[config.mk]
export PLATFORM = sky130hd
export DESIGN_NAME = nibble_sort_sequencer
export DESIGN_NICKNAME = d
export VERILOG_FILES = /design/src/rtl/nibble_sort_pkg.sv /design/src/rtl/nibble_sort_sequencer.sv
export SDC_FILE = /design/constraint.sdc
export NUM_CORES = 1
export LEC_CHECK = 0
export BUFFER_PORTS_ARGS = -buffer_cell sky130_fd_sc_hd__buf_2
export CAP_MARGIN = 20
export CORE_UTILIZATION = 51
export DETAILED_ROUTE_END_ITERATION = 6
export MAX_ROUTING_LAYER = met4
export PLACE_DENSITY = 0.85
export SYNTH_ARGS = -nofsm -noshare
export SYNTH_HDL_FRONTEND = slang
export SYNTH_SLANG_ARGS = --single-unit
[constraint.sdc]
create_clock -name clk -period 2.3 [get_ports clk]
set_clock_uncertainty 0.05 [all_clocks]
set_input_delay 0.23 -clock clk [delete_from_list [all_inputs] [get_ports clk]]
set_output_delay 0.23 -clock clk [all_outputs]
set_load 0.01 [all_outputs]
[src/rtl/nibble_sort_pkg.sv]
// Shared types and sizing for the nibble sort sequencer and its 4x4 sorter.
// Contents:
//   LANES / LANE_W  frame geometry (4 lanes of 4 bits)
//   lane_t          one lane value
//   state_t         sequencer FSM states
package nibble_sort_pkg;

  localparam int unsigned LANES  = 4;
  localparam int unsigned LANE_W = 4;

  typedef logic [LANE_W-1:0] lane_t;

  typedef enum logic [1:0] {
    LOAD = 2'd0,
    SORT = 2'd1,
    EMIT = 2'd2
  } state_t;

endpackage

[src/rtl/nibble_sort_sequencer.sv]
// Streaming front/back end for the external combinational nibble sorter:
// collects N nibbles into a frame, captures the sorted result, and streams it
// out ascending with a last marker.
// Ports:
//   clk, rst             clock; synchronous active-high reset
//   in_valid/in_ready/in_data     upstream nibble handshake
//   sort_in              frame to sorter, lane k at [W*k +: W]
//   sort_out             sorter result, lane 0 = minimum
//   out_valid/out_ready/out_data  downstream nibble handshake
//   out_last             marks the final nibble of a frame
//   busy                 high while sorting or emitting
module nibble_sort_sequencer
  import nibble_sort_pkg::*;
#(
  parameter int unsigned W = LANE_W,
  parameter int unsigned N = LANES
) (
  input  logic           clk,
  input  logic           rst,
  input  logic           in_valid,
  output logic           in_ready,
  input  logic [W-1:0]   in_data,
  output logic [N*W-1:0] sort_in,
  input  logic [N*W-1:0] sort_out,
  output logic           out_valid,
  input  logic           out_ready,
  output logic [W-1:0]   out_data,
  output logic           out_last,
  output logic           busy
);

  localparam int unsigned CNT_W = (N > 1) ? $clog2(N) : 1;
  localparam logic [CNT_W-1:0] CNT_LAST = CNT_W'(N - 1);

  state_t           state;
  logic [CNT_W-1:0] cnt;
  logic [N*W-1:0]   frame;
  logic [N*W-1:0]   result;

  // State, lane counter, frame and result registers.
  always_ff @(posedge clk) begin
    if (rst) begin
      state  <= LOAD;
      cnt    <= '0;
      frame  <= '0;
      result <= '0;
    end else begin
      case (state)
        LOAD: begin
          if (in_valid) begin
            frame[W*cnt +: W] <= in_data;
            if (cnt == CNT_LAST) begin
              cnt   <= '0;
              state <= SORT;
            end else begin
              cnt <= cnt + CNT_W'(1);
            end
          end
        end
        SORT: begin
          // Frame has been stable on sort_in for this whole cycle.
          result <= sort_out;
          state  <= EMIT;
        end
        EMIT: begin
          if (out_ready) begin
            if (cnt == CNT_LAST) begin
              cnt   <= '0;
              state <= LOAD;
            end else begin
              cnt <= cnt + CNT_W'(1);
            end
          end
        end
        default: begin
          cnt   <= '0;
          state <= LOAD;
        end
      endcase
    end
  end

  // Outputs decode purely from registered state, so they hold under backpressure.
  always_comb begin
    in_ready  = (state == LOAD);
    out_valid = (state == EMIT);
    busy      = (state == SORT) || (state == EMIT);
    out_last  = (state == EMIT) && (cnt == CNT_LAST);
    out_data  = result[W*cnt +: W];
    sort_in   = frame;
  end

endmodule
==> flow_metrics.tcl <==
set metrics [dict create \
    status "complete, no violations" \
    first_pass_iters 4 \
    cts_tree "done" \
    final_area_um2 2022 \
    r2r-start "cnt[1]$_SDFFE_PP0P_" \
    vdd_ir_drop_max_mv 0.5171 \
    path_delay_family "flip-flops" \
    ys_ff_latch 36 \
    hold_viol_final 0 \
    cp-start-kind "flip-flop" \
    drc 0 \
    layout-drive-gt1-share_pct 29.22 \
    cts_buffer_depth 2 \
    timing.max_cap.violations 0 \
    post_cts_buffers 0 \
    endpoint "out_data[2]" \
    cp-startpoint "cnt[0]$_SDFFE_PP0P_" \
    grt_pass1_vias 1332 \
    post_cts_resize_count 0 \
    fin_cells 263 \
    hpwl_um 2540 \
    cts-root-buf "clkbuf_4" \
    crit_arrival_ns 1.82 \
    vias 1378 \
    tightest_slew_ns 0.5528 \
    worst_skew_pair.late_latency_ns 0.34 \
    synth_cell_types 31 \
    cts_max_level 2 \
    yosys-top-cells-area "dfxtp_1, mux2i_1, ha_1" \
    maxSlewViolCount 0 \
    numClockSinks 36 \
    fin_crit_ns 2.100 \
    core_area_um2 3103 \
    antenna_found_initial 0 \
    grt_max_degree 33 \
    placed_area_um2 1963 \
    ctsHoldBuffers 0 \
    required_ns 2.02 \
    area_growth_pct 19.17 \
    synth_warnings 0 \
    cts-buffers-inserted 5 \
    crit_chain "buf_4 -> mux4_2 -> buf_2" \
    fmax_ghz 0.4762 \
    start_util_pct 54.68 \
    setup_violations 0 \
    r2r_slack_ns 0.35 \
    grt_use_total_pct 23.50 \
    relSlewSlack_pct 63.15 \
    fin_nets 254 \
    cp_max_fo 9 \
    gr-total-overflow 0 \
    hold_path_class "input port to flip-flop" \
    grt_setup_unrepaired "no" \
    gp_routability_congestion 0.7668 \
    p_per_area_nw_per_um2 814.2 \
    die_h_um 59.68 \
    r2r_cells 5 \
    crit_path_end_kind "output port" \
    fin_tns_setup_ns 0 \
    cpPeakStageDelay_ns 0.56 \
    numPortBuffers 47 \
    wire_per_inst_um 13.18 \
    syn_nets 205 \
    worst-path-buf-inv 2 \
    synthCells 169 \
    std_cell_rows 20 \
    antenna_cells 0 \
    dieArea_um2 3561 \
    first_iter_violations 99 \
    vias_per_cell 5.240 \
    num_io_pins 48 \
    fin_crit_sh_pct 91.31 \
    synth_area_um2 1697 \
    slowest_stage "dfxtp_1" \
    die_x_um 59.68 \
    placedCellCount 255 \
    final_antenna_net_count 0 \
    power_leakage_nw 0.8581 \
    yosysTopAreaCell "dfxtp_1" \
    grt_pass1_wl_um 5989 \
    drt-total-wl_um 3466 \
    netlist.area_leader.share_pct 42.48 \
    r2r_end "cnt[1]$_SDFFE_PP0P_" \
    crit_cells 3 \
    critPathKind "flip-flop to output port" \
    clk_pin_slew_ns 0.10 \
    yosysSeqAreaShare_pct 42.48 \
    syn_avg_cell_area_um2 10.04 \
]
==> registers in the layout, summed over array words and instances, names as in the netlist <==
signal,count
state,2
cnt,2
result,16
sort_in,16
==> worst reg2reg max path, delay by kind of cell (launching register included) <==
| kind | cells | cell delay, ns |
|---|---|---|
| AO/OA/AOI/OAI | 2 | 0.27 |
| adder cells (fa/ha/maj) | 1 | 0.43 |
| buffers and inverters | 1 | 0.15 |
| flip-flops | 1 | 0.58 |
| AND/OR/NAND/NOR | 1 | 0.40 |
==> worst min path at each step <==
stage | start | endpoint | depth (start not counted)
after global placement | sort_in[13]$_SDFFE_PP0P_ | sort_in[13]$_SDFFE_PP0P_ | 2
after CTS | sort_out[3] | result[3]$_SDFFE_PP0N_ | 3
after floorplan | in_data[0] | sort_in[0]$_SDFFE_PP0P_ | 1
after global routing | sort_out[13] | result[13]$_SDFFE_PP0N_ | 3
after detailed placement | sort_in[15]$_SDFFE_PP0P_ | sort_in[15]$_SDFFE_PP0P_ | 2
final | sort_out[10] | result[10]$_SDFFE_PP0N_ | 3
==> report_power, final <==
group	leakage, nW	switching (mW)	internal (mW)
clock	0.0326	0.202	0.151
sequential	0.291	0.0649	0.691
combinational	0.534	0.290	0.248
total	0.858	0.556	1.09
==> kinds of logic (layout without fill, tap and decap cells) <==
group / after synthesis / after routing / synth area share, %
muxes: 22 / 22 / 15.93
DFF: 36 / 36 / 42.48
AOI/OAI and AO/OA: 22 / 22 / 9.292
adders and majority gates: 12 / 12 / 8.849
and+or+nand+nor: 60 / 60 / 18.73
buffers and inverters: 17 / 67 / 4.719
==> cell usage after synthesis (all sizes together) <==
library cell,instances
nand3,11
nand2,16
o31ai,1
o32ai,4
nor4b,2
o41ai,1
inv,9
and2,1
and3,3
or4,2
a21boi,1
mux4,4
a32o,4
dfxtp,36
nand2b,1
nand4,1
nor4,1
mux2i,18
nor2b,3
a21oi,9
clkbuf,2
o311ai,1
buf,6
nor3,1
nor2,18
o21ai,1
ha,12
==> routing by layer <==
layer / track usage, % / up-vias / wire, µm / share of wire (%)
met2: 38.41 / 44 / 1696 / 49
li1: - / 694 / - / -
met1: 27.21 / 633 / 1527 / 44
met3: 6.926 / 7 / 193 / 5.6
met5: - / - / 0 / 0
met4: 8.638 / 0 / 48 / 1.4
==> through the flow <==
stage               util [%]  power, mW  setup WS [ns]  hold WS (ns)
finish                 65.16      1.646         0.1998       0.06745
global route           65.16      1.763        0.08828       0.05260
CTS                    65.16      1.663         0.1734       0.05328
detailed placement     63.27      1.309         0.3717        0.3926
global placement       63.27      1.290         0.4013        0.3897
floorplan                  -      1.175         0.5399        0.3058
==> layout by cell type (no fill, tap or decap), drive strengths merged, types with 2 or more instances in the layout <==
cell / instances
o32ai: 4
a21oi: 9
nor4b: 2
dfxtp: 36
buf: 50
mux4: 4
nor2b: 3
ha: 12
mux2i: 18
nand2: 16
and3: 3
a32o: 4
inv: 9
nand3: 11
nor2: 18
clkbuf: 8
or4: 2
==> cell type report <==
class	instances	area (µm²)
Sequential cell	36	720.7
Clock buffer	8	58.81
Fill cell	303	1081
Multi-Input combinational cell	116	895.9
Timing Repair Buffer	50	257.7
Tap cell	44	55.05
Inverter	9	33.78
Power figures use the tool's default switching activity.
